===== src/rtl/div_pkg.sv =====
// Shared types and constants for the sequential restoring divider.
package div_pkg;

  localparam int unsigned DIV_N = 32;

  typedef enum logic [1:0] {
    IDLE = 2'd0,
    RUN  = 2'd1,
    DONE = 2'd2
  } state_t;

  // Quotient returned on divide by zero
  localparam logic [DIV_N-1:0] QUO_ALL_ONES = '1;
  // Most negative signed value; dividend half of the signed-overflow case
  localparam logic [DIV_N-1:0] SIGNED_MIN   = {1'b1, {(DIV_N-1){1'b0}}};

  // Operand magnitude; negation wraps so |SIGNED_MIN| reads as 2^(N-1) unsigned
  function automatic logic [DIV_N-1:0] abs_mag(input logic [DIV_N-1:0] x,
                                               input logic             sgn);
    return (sgn && x[DIV_N-1]) ? (~x + DIV_N'(1)) : x;
  endfunction

endpackage


===== src/rtl/div_step.sv =====
// One combinational restoring-division iteration.
module div_step
  import div_pkg::*;
#(
  parameter int unsigned N = DIV_N
) (
  input  logic [N-1:0] i_rem,
  input  logic         i_bit,
  input  logic [N-1:0] i_dvsr,
  output logic [N-1:0] o_rem_c,
  output logic         o_qbit_c
);

  logic [N:0] w_shift;
  logic [N:0] w_diff;

  // Shift in the next dividend bit and trial-subtract the divisor magnitude
  assign w_shift  = {i_rem, i_bit};
  assign w_diff   = w_shift - {1'b0, i_dvsr};

  // Non-negative difference keeps the subtraction, otherwise restore
  assign o_qbit_c = ~w_diff[N];
  assign o_rem_c  = w_diff[N] ? w_shift[N-1:0] : w_diff[N-1:0];

endmodule


===== src/rtl/seq_divider.sv =====
// Iterative radix-2 restoring divider for DIV/DIVU/REM/REMU.
// Optional build macro DIV_EARLY_OUT_EN: divide-by-zero and signed overflow
// bypass the iteration and complete one cycle after start.
module seq_divider
  import div_pkg::*;
#(
  parameter int unsigned N = DIV_N
) (
  input  logic         clk,
  input  logic         rst_n,
  input  logic         start,
  input  logic         is_signed,
  input  logic [N-1:0] dividend,
  input  logic [N-1:0] divisor,
  output logic [N-1:0] quotient,
  output logic [N-1:0] remainder,
  output logic         busy,
  output logic         done
);

  localparam int unsigned     CNT_W    = $clog2(N);
  localparam logic [CNT_W-1:0] LAST_CNT = CNT_W'(N - 1);

  state_t           r_state;
  state_t           w_state_nxt;

  logic [N-1:0]     r_dividend;
  logic [N-1:0]     r_dvsr_mag;
  logic [N-1:0]     r_rem;
  logic [N-1:0]     r_quo;
  logic [CNT_W-1:0] r_count;
  logic             r_neg_q;
  logic             r_neg_r;
  logic             r_div_zero;
  logic             r_ovf;

  logic [N-1:0]     r_quotient;
  logic [N-1:0]     r_remainder;
  logic             r_busy;
  logic             r_done;

  logic [N-1:0]     w_quotient_nxt;
  logic [N-1:0]     w_remainder_nxt;
  logic             w_busy_nxt;
  logic             w_done_nxt;

  logic [N-1:0]     w_dvd_mag;
  logic [N-1:0]     w_dvs_mag;
  logic [N-1:0]     w_step_rem;
  logic             w_step_qbit;
  logic [N-1:0]     w_quo_mag;
  logic [N-1:0]     w_quo_fin;
  logic [N-1:0]     w_rem_fin;
  logic             w_div_zero;
  logic             w_ovf;
  logic             w_last;

  // Operand classification done on the incoming operands at the start edge
  assign w_dvd_mag  = abs_mag(dividend, is_signed);
  assign w_dvs_mag  = abs_mag(divisor, is_signed);
  assign w_div_zero = (divisor == '0);
  assign w_ovf      = is_signed && (dividend == SIGNED_MIN) && (divisor == QUO_ALL_ONES);
  assign w_last     = (r_count == LAST_CNT);

`ifdef DIV_EARLY_OUT_EN
  logic         w_early;
  logic [N-1:0] w_early_quo;
  logic [N-1:0] w_early_rem;

  // Special-case results available straight from the inputs
  assign w_early     = w_div_zero | w_ovf;
  assign w_early_quo = w_div_zero ? QUO_ALL_ONES : dividend;
  assign w_early_rem = w_div_zero ? dividend : '0;
`endif

  // Single restoring iteration; MSB of the quotient register feeds in next
  div_step #(.N(N)) u_step (
    .i_rem    (r_rem),
    .i_bit    (r_quo[N-1]),
    .i_dvsr   (r_dvsr_mag),
    .o_rem_c  (w_step_rem),
    .o_qbit_c (w_step_qbit)
  );

  assign w_quo_mag = {r_quo[N-2:0], w_step_qbit};

  // Sign fix-up of the final iteration, overridden by the special cases
  always_comb begin
    w_quo_fin = r_neg_q ? (~w_quo_mag + N'(1)) : w_quo_mag;
    w_rem_fin = r_neg_r ? (~w_step_rem + N'(1)) : w_step_rem;
    if (r_div_zero) begin
      w_quo_fin = QUO_ALL_ONES;
      w_rem_fin = r_dividend;
    end else if (r_ovf) begin
      w_quo_fin = r_dividend;
      w_rem_fin = '0;
    end
  end

  // State register
  always_ff @(posedge clk or negedge rst_n) begin
    if (!rst_n) begin
      r_state <= IDLE;
    end else begin
      r_state <= w_state_nxt;
    end
  end

  // Next-state logic
  always_comb begin
    w_state_nxt = r_state;
    case (r_state)
      IDLE: begin
        if (start) begin
`ifdef DIV_EARLY_OUT_EN
          w_state_nxt = w_early ? DONE : RUN;
`else
          w_state_nxt = RUN;
`endif
        end
      end
      RUN: begin
        if (w_last) begin
          w_state_nxt = DONE;
        end
      end
      DONE:    w_state_nxt = IDLE;
      default: w_state_nxt = IDLE;
    endcase
  end

  // Output logic: next values of the registered handshake and result outputs
  always_comb begin
    w_busy_nxt      = r_busy;
    w_done_nxt      = 1'b0;
    w_quotient_nxt  = r_quotient;
    w_remainder_nxt = r_remainder;
    case (r_state)
      IDLE: begin
        if (start) begin
          w_busy_nxt = 1'b1;
`ifdef DIV_EARLY_OUT_EN
          if (w_early) begin
            w_done_nxt      = 1'b1;
            w_quotient_nxt  = w_early_quo;
            w_remainder_nxt = w_early_rem;
          end
`endif
        end
      end
      RUN: begin
        if (w_last) begin
          w_done_nxt      = 1'b1;
          w_quotient_nxt  = w_quo_fin;
          w_remainder_nxt = w_rem_fin;
        end
      end
      DONE:    w_busy_nxt = 1'b0;
      default: w_busy_nxt = 1'b0;
    endcase
  end

  // Registered outputs
  always_ff @(posedge clk or negedge rst_n) begin
    if (!rst_n) begin
      r_busy      <= 1'b0;
      r_done      <= 1'b0;
      r_quotient  <= '0;
      r_remainder <= '0;
    end else begin
      r_busy      <= w_busy_nxt;
      r_done      <= w_done_nxt;
      r_quotient  <= w_quotient_nxt;
      r_remainder <= w_remainder_nxt;
    end
  end

  // Iteration datapath: operand capture on accept, one shift/subtract per RUN cycle
  always_ff @(posedge clk or negedge rst_n) begin
    if (!rst_n) begin
      r_dividend <= '0;
      r_dvsr_mag <= '0;
      r_rem      <= '0;
      r_quo      <= '0;
      r_count    <= '0;
      r_neg_q    <= 1'b0;
      r_neg_r    <= 1'b0;
      r_div_zero <= 1'b0;
      r_ovf      <= 1'b0;
    end else begin
      case (r_state)
        IDLE: begin
          if (start) begin
            r_dividend <= dividend;
            r_dvsr_mag <= w_dvs_mag;
            r_rem      <= '0;
            r_quo      <= w_dvd_mag;
            r_count    <= '0;
            r_neg_q    <= is_signed && (dividend[N-1] ^ divisor[N-1]);
            r_neg_r    <= is_signed && dividend[N-1];
            r_div_zero <= w_div_zero;
            r_ovf      <= w_ovf;
          end
        end
        RUN: begin
          r_rem   <= w_step_rem;
          r_quo   <= w_quo_mag;
          r_count <= r_count + CNT_W'(1);
        end
        default: ;
      endcase
    end
  end

  assign quotient  = r_quotient;
  assign remainder = r_remainder;
  assign busy      = r_busy;
  assign done      = r_done;

endmodule

===== config.mk =====
export PLATFORM = sky130hd
export DESIGN_NAME = seq_divider
export DESIGN_NICKNAME = d
export VERILOG_FILES = /design/src/rtl/div_pkg.sv /design/src/rtl/div_step.sv /design/src/rtl/seq_divider.sv
export SDC_FILE = /design/constraint.sdc
export NUM_CORES = 1
export LEC_CHECK = 0
export BUFFER_PORTS_ARGS = -buffer_cell sky130_fd_sc_hd__clkbuf_2
export CAP_MARGIN = 10
export CORE_MARGIN = 4
export CORE_UTILIZATION = 55
export CTS_CLUSTER_DIAMETER = 60
export DETAILED_ROUTE_END_ITERATION = 8
export HOLD_SLACK_MARGIN = 0.12
export PLACE_DENSITY = 0.78
export SLEW_MARGIN = 20
export SYNTH_ARGS = -nofsm -noshare
export SYNTH_HDL_FRONTEND = slang
export SYNTH_HIERARCHICAL = 1
export SYNTH_SLANG_ARGS = --single-unit

===== constraint.sdc =====
create_clock -name clk -period 4.81 [get_ports clk]
set_clock_uncertainty 0.1 [all_clocks]
set_input_delay 0.2405 -clock clk [delete_from_list [all_inputs] [get_ports clk]]
set_output_delay 0.2405 -clock clk [all_outputs]
set_load 0.05 [all_outputs]

==> results of run 1 <==
==> worst max-delay path, stage by stage, from the launching register on <==
cell      delay [ns]
dfrtp_1         0.41
ha_1            0.39
and3_1          0.24
and3_1          0.22
a221o_1         0.31
a21oi_2         0.19
a211oi_2        0.11
nor2_2          0.18
mux2i_2         0.28
and2_4          0.21
inv_6           0.07
buf_6           0.14
mux2_4          0.32
nor4_4          0.30
buf_4           0.17
nand3b_1        0.18
buf_6           0.18
o31ai_4         0.22
xor2_1          0.19
o22ai_1         0.10
==> state kept, by name, indices dropped and copies added, names as in the netlist, 2 cells and up <==
register and count:
quotient 32, r_count 5, r_dividend 32, r_dvsr_mag 32
r_quo 32, r_rem 32, r_state 2, remainder 32
==> cell usage in the layout (no fill, tap or decap), types with 53 or more instances in the layout <==
master | netlist | final
dlygate4sd3_1 | 0 | 72
nand2_1 | 171 | 171
nor2_1 | 108 | 108
xnor2_1 | 64 | 64
inv_1 | 54 | 53
buf_4 | 0 | 71
xor2_1 | 61 | 61
a21oi_1 | 94 | 93
o21ai_0 | 85 | 84
clkbuf_2 | 0 | 132
dfrtp_1 | 205 | 205
==> final cells by class <==
cell class / instances / area share (%)
clock inverters: 4 / 0.4688
well taps: 319 / 2.452
multi-input cells: 1167 / 47.57
inverters: 58 / 1.368
flip-flops and latches: 205 / 31.51
repair buffers: 279 / 12.10
clock buffers: 36 / 4.527
==> how the worst min path moves through the flow <==
stage	from	end	slack, ns	cells after the start
final	rst_n	r_dvsr_mag[10]	0.28	2
after global routing	rst_n	r_dvsr_mag[10]	0.39	2
after CTS	rst_n	r_dvsr_mag[16]	0.32	2
after detailed placement	rst_n	r_dvsr_mag[16]	0.30	1
after global placement	rst_n	r_dvsr_mag[14]	0.29	1
after floorplan	rst_n	busy	-0.16	0
==> cells by family (layout without fill, tap and decap cells) <==
| kind of cell | count (synthesis) | in the layout |
|---|---|---|
| simple gates | 502 | 502 |
| compound gates | 464 | 464 |
| flops | 205 | 205 |
| buf+inv | 158 | 377 |
| xor+xnor | 125 | 125 |
| fa+ha+maj | 40 | 40 |
| mux | 36 | 36 |
==> layer usage <==
metal	vias to the layer above	track usage, %	wire length [um]
met5	-	0	0
met4	0	7.472	1231
met3	107	7.754	4604
met2	673	49.21	19480
met1	6367	47.57	19090
li1	5993	-	-
==> stage by stage <==
step | setup WS [ns] | std cells | hold slack [ns] | instance area [sq um]
3_3_place_gp | 0.02655 | 1952 | 0.2923 | 14590
5_1_grt | -0.01741 | 2068 | 0.3931 | 16280
6_report | 0.1340 | 2068 | 0.2777 | 16280
3_5_place_dp | -0.1527 | 1952 | 0.2977 | 14590
2_1_floorplan | 0.1793 | 1530 | -0.1551 | 13360
4_1_cts | 0.0008313 | 2064 | 0.3169 | 16170
==> repair_timing <==
action | CTS | global route
hold buffers | 72 | 0
endpoints found under the hold margin | 197 | 0
buffers inserted | 0 | 4
gates resized for setup | 8 | 17
setup endpoints to repair | 13 | 17
pin swaps | 1 | 8
==> run summary, run 1 <==
wire length per cell: 21.47 um
max_slew headroom: 28.33%
Final Net Count: 1844
Final Cycle Share: 97.22%
Fin Setup TNS: 0 ns
DRC: 0
htree depth: 1
Critical Path Sink Type: flop
routability cong.: 0.9577
worst r2r src: r_rem[17]
startpoint types: flop
Synth Area in Simple Gates: 18.77%
most frequent cell after synthesis: dfrtp_1
Area Growth Syn to Fin: 21.88%
number of synthesized flops with an enable pin: 0
Worst Path Required: 5.07 ns
post-synthesis compound-gate area fraction: 22.73%
Die Footprint: 26840 sq um
area of the multi-input gates: 7745 sq um
global route total overflow: 0
Seq/Total Area, Yosys: 38.40%
post-synth top area cell: dfrtp_1
synth warn: 6
main combinational cell family by area after synthesis: compound AO/OA/AOI/OAI gates
antenna-violating nets left: 0
initial core utilization: 56.40%
Storage cell area: 5130 sq um
Hold Violations, Final: 0
CTS Buffer Depth: 3
Least-Margin Pin Slew: 1.075 ns
status: complete, no violations
max-cap check violation count: 0
Synth Area in XOR/XNOR: 8.196%
area of the core: 23680 sq um
area fraction of the dominant cell type after synthesis: 38.40%
DR vias: 13.14k
Critical Path AT: 4.94 ns
mapped cell area: 13360 sq um
Post-Syn Instances: 1530
die span in y: 163.8 um
Die X: 163.8 um
Syn Area/Cell: 8.731 sq um
start point of the critical path: r_rem[17]
Post-Route WL: 44.41 mm
top post-synthesis cells by area: dfrtp_1 (38%), nand2_1 (4.8%), xnor2_1 (4.2%)
Clock Sinks: 205
Fill cells: 1925
Ports: 134
Diodes inserted: 0
drt via density: 6.354
R2R setup slack: 0.13 ns
ys flop type: dfrtp_1
Port Buffers: 133
reg2reg path depth: 19
clk_lat worst skew: 0.52 ns
Post-DP HPWL: 31.51 mm
Detailed Route Iter0 Violations: 1557
worst setup path class: flop to flop
register bit total from synthesis: 205
first-pass GRT wire length: 68.94 mm
clock root cell: clkbuf_16
reg2reg end: remainder[21]
Reg clk slew, reported paths: 0.06 ns
Inserted Clock Buffers: 25
Final setup violation count: 0
minimum period implied by the final worst setup slack: 4.676 ns
gr usage total: 32.51%
Slew Viols, Final: 0
initial antenna violation count: 0
Hold Path Class: primary input to asynchronous set/reset pin
adder and majority gate portion of the synthesized area: 3.803%
Yosys cell types: 79
crit path to: remainder[21]
CP max FO: 12
ys async rst share: 100.0%
CTS tree: built
vias in the first global route: 12.22k
Post-synth top cells: dfrtp_1 (205), nand2_1 (171), nor2_1 (108)
fmax: 213.9 MHz
largest net degree at the start of global routing: 106
final core utilization: 68.74%
first drt pass iteration count: 5
layout cells sized above 1: 18.35%
post-synthesis mux area share: 3.428%
syn nets: 1638
FP Rows: 56
Power of run 1 is not shown: default switching activity piles up to over one toggle a cycle in this logic, so the estimate is an artifact.
==> inputs of run 2 (changes only) <==
CORE_UTILIZATION = 60   (was 55)
PLACE_DENSITY = 0.81   (was 0.78)
clock period = 5.2 ns   (was 4.81 ns; I/O delays follow)
==> run 2 against run 1 <==
- via count increased by 0.33%
- worst hold slack got worse by 0.11 ns
- wire length decreased by 1.5%
- core utilization increased by 3.7 points
- die area decreased by 7.9%
- highest routed layer unchanged
- first-iteration DRC count increased by 22%
- design area decreased by 2.6%
- sequential cell count unchanged
- register-to-register slack improved by 0.09 ns
- fmax decreased by 6.0%
==> run summary, run 2 (same netlist as run 1, synthesis figures left out) <==
CP top delay family: compound AO/OA/AOI/OAI gates
hold path depth: 5
largest net degree at the start of global routing: 120
Detailed Route Iter0 Violations: 1892
FP Rows: 54
crit-path cells: inv_1, ha_1, fa_1, and2b_1, o2111ai_1, a21oi_2, o2111ai_1, a211oi_2, nor2_2, mux2i_1, and2_4, inv_4, buf_4, mux2_1, nor4_2, buf_4, nand4_1, buf_4, o41ai_2, xor2_1, o22ai_1
CP max FO: 11
startpoint types: flop
fmax: 201.1 MHz
routability cong.: 0.9798
htree depth: 1
postcts setup bufs: 0
drt via density: 6.655
status: complete, no violations
minimum period implied by the final worst setup slack: 4.974 ns
CTS tree: built
Area Growth Syn to Fin: 18.66%
crit-path most repeated cell: buf_4
Die Footprint: 24710 sq um
Slowest-stage cell, CP: mux2_1
clk_lat worst skew: 0.54 ns
Hold Path Sink: r_ovf
Critical Path AT: 5.24 ns
Final Cycle Share: 95.65%
clock root cell: clkbuf_16
Final setup violation count: 0
max_slew headroom: 33.85%
DR vias: 13.18k
area of the core: 21890 sq um
R2R setup slack: 0.23 ns
Final Net Count: 1791
Slew Viols, Final: 0
first drt pass iteration count: 5
Worst Path Required: 5.47 ns
worst r2r src: r_quo[31]
Inserted Clock Buffers: 25
Post-DP HPWL: 30.54 mm
CP bufs+invs: 5
initial antenna violation count: 0
Port Buffers: 133
Die X: 157.2 um
pre-CTS WS: 0.1469 ns
Least-Margin Pin Slew: 0.9922 ns
Diodes inserted: 0
antenna-violating nets left: 0
Clock Sinks: 205
setup ws final: 0.2264 ns
most common cell after layout, fill and taps aside: dfrtp_1
max-cap check violation count: 0
Ports: 134
Reg clk slew, reported paths: 0.06 ns
CTS Buffer Depth: 3
initial core utilization: 61.02%
Hold Violations, Final: 0
vias in the first global route: 12.28k
gr usage total: 34.63%
wire length per cell: 22.09 um
Post-Route WL: 43.75 mm
Critical Path Sink Type: flop
delay of the slowest critical-path stage: 0.41 ns
commonest non-fill, non-tap cells in the layout: dfrtp_1 (205), nand2_1 (171), clkbuf_2 (132)
hold path startpoint: divisor[13]
reg2reg path depth: 21
die span in y: 157.2 um
first-pass GRT wire length: 68.08 mm
layout cells sized above 1: 15.76%
global route total overflow: 0
reg2reg end: remainder[16]
DRC: 0
worst setup path class: flop to flop
Hold Path Class: primary input to flop
[run 2: through the flow]
| stage | hold WS, ns | area, sq um | TNS (ns) | utilization (%) | instances |
|---|---|---|---|---|---|
| after global placement | 0.2610 | 14230 | 0 | 65.01 | 1870 |
| final | 0.1643 | 15850 | 0 | 72.41 | 1981 |
| after global routing | 0.1760 | 15850 | -0.01416 | 72.41 | 1981 |
| after detailed placement | 0.2610 | 14230 | 0 | 65.01 | 1870 |
| after CTS | 0.1471 | 15810 | 0 | 72.23 | 1981 |
| after floorplan | -0.1356 | 13360 | 0 | - | 1530 |
[run 2: tightest hold or removal path: cells and delay by family]
kind / cells / cell delay [ns]
compound gates: 1 / 0.06
buf+inv: 1 / 0.16
simple gates: 3 / 0.27
[run 2: final cells by class]
cell class                      count  area, sq um
Tap cell                          280        350.3
Timing Repair Buffer              226         1563
Clock inverter                     13        227.7
Inverter                           58        220.2
Fill cell                        1664         6041
Sequential cell                   205         5130
Multi-Input combinational cell   1167         7667
Clock buffer                       32        691.9
[run 2: timing repair]
| item | in CTS | in global routing |
|---|---|---|
| hold buffers | 66 | 0 |
| setup endpoints to repair | 0 | 11 |
| endpoints found under the hold margin | 180 | 0 |
| gates resized for setup | 0 | 7 |
[run 2: worst max-delay path by stage]
stage	slack [ns]	depth (start not counted)	to	start
6_report	0.23	21	remainder[16]	r_quo[31]
5_1_grt	-0.01	21	remainder[16]	r_quo[31]
4_1_cts	0.12	21	remainder[16]	r_quo[31]
3_5_place_dp	0.15	21	remainder[28]	r_quo[31]
3_3_place_gp	0.24	21	remainder[28]	r_quo[31]
2_1_floorplan	0.57	19	remainder[31]	r_quo[31]
[run 2: metal layers]
metal  part of all wire (%)  vias up  global-route usage, %  wire, um
li1                       -     5901                      -         -
met1                     41     6330                  51.47     17950
met2                     44      841                  51.52     19100
met3                     13      111                  7.891      5486
met4                    2.8        0                  8.972      1217
met5                      0        -                      0         0
Power of run 2 is left out for the same reason.
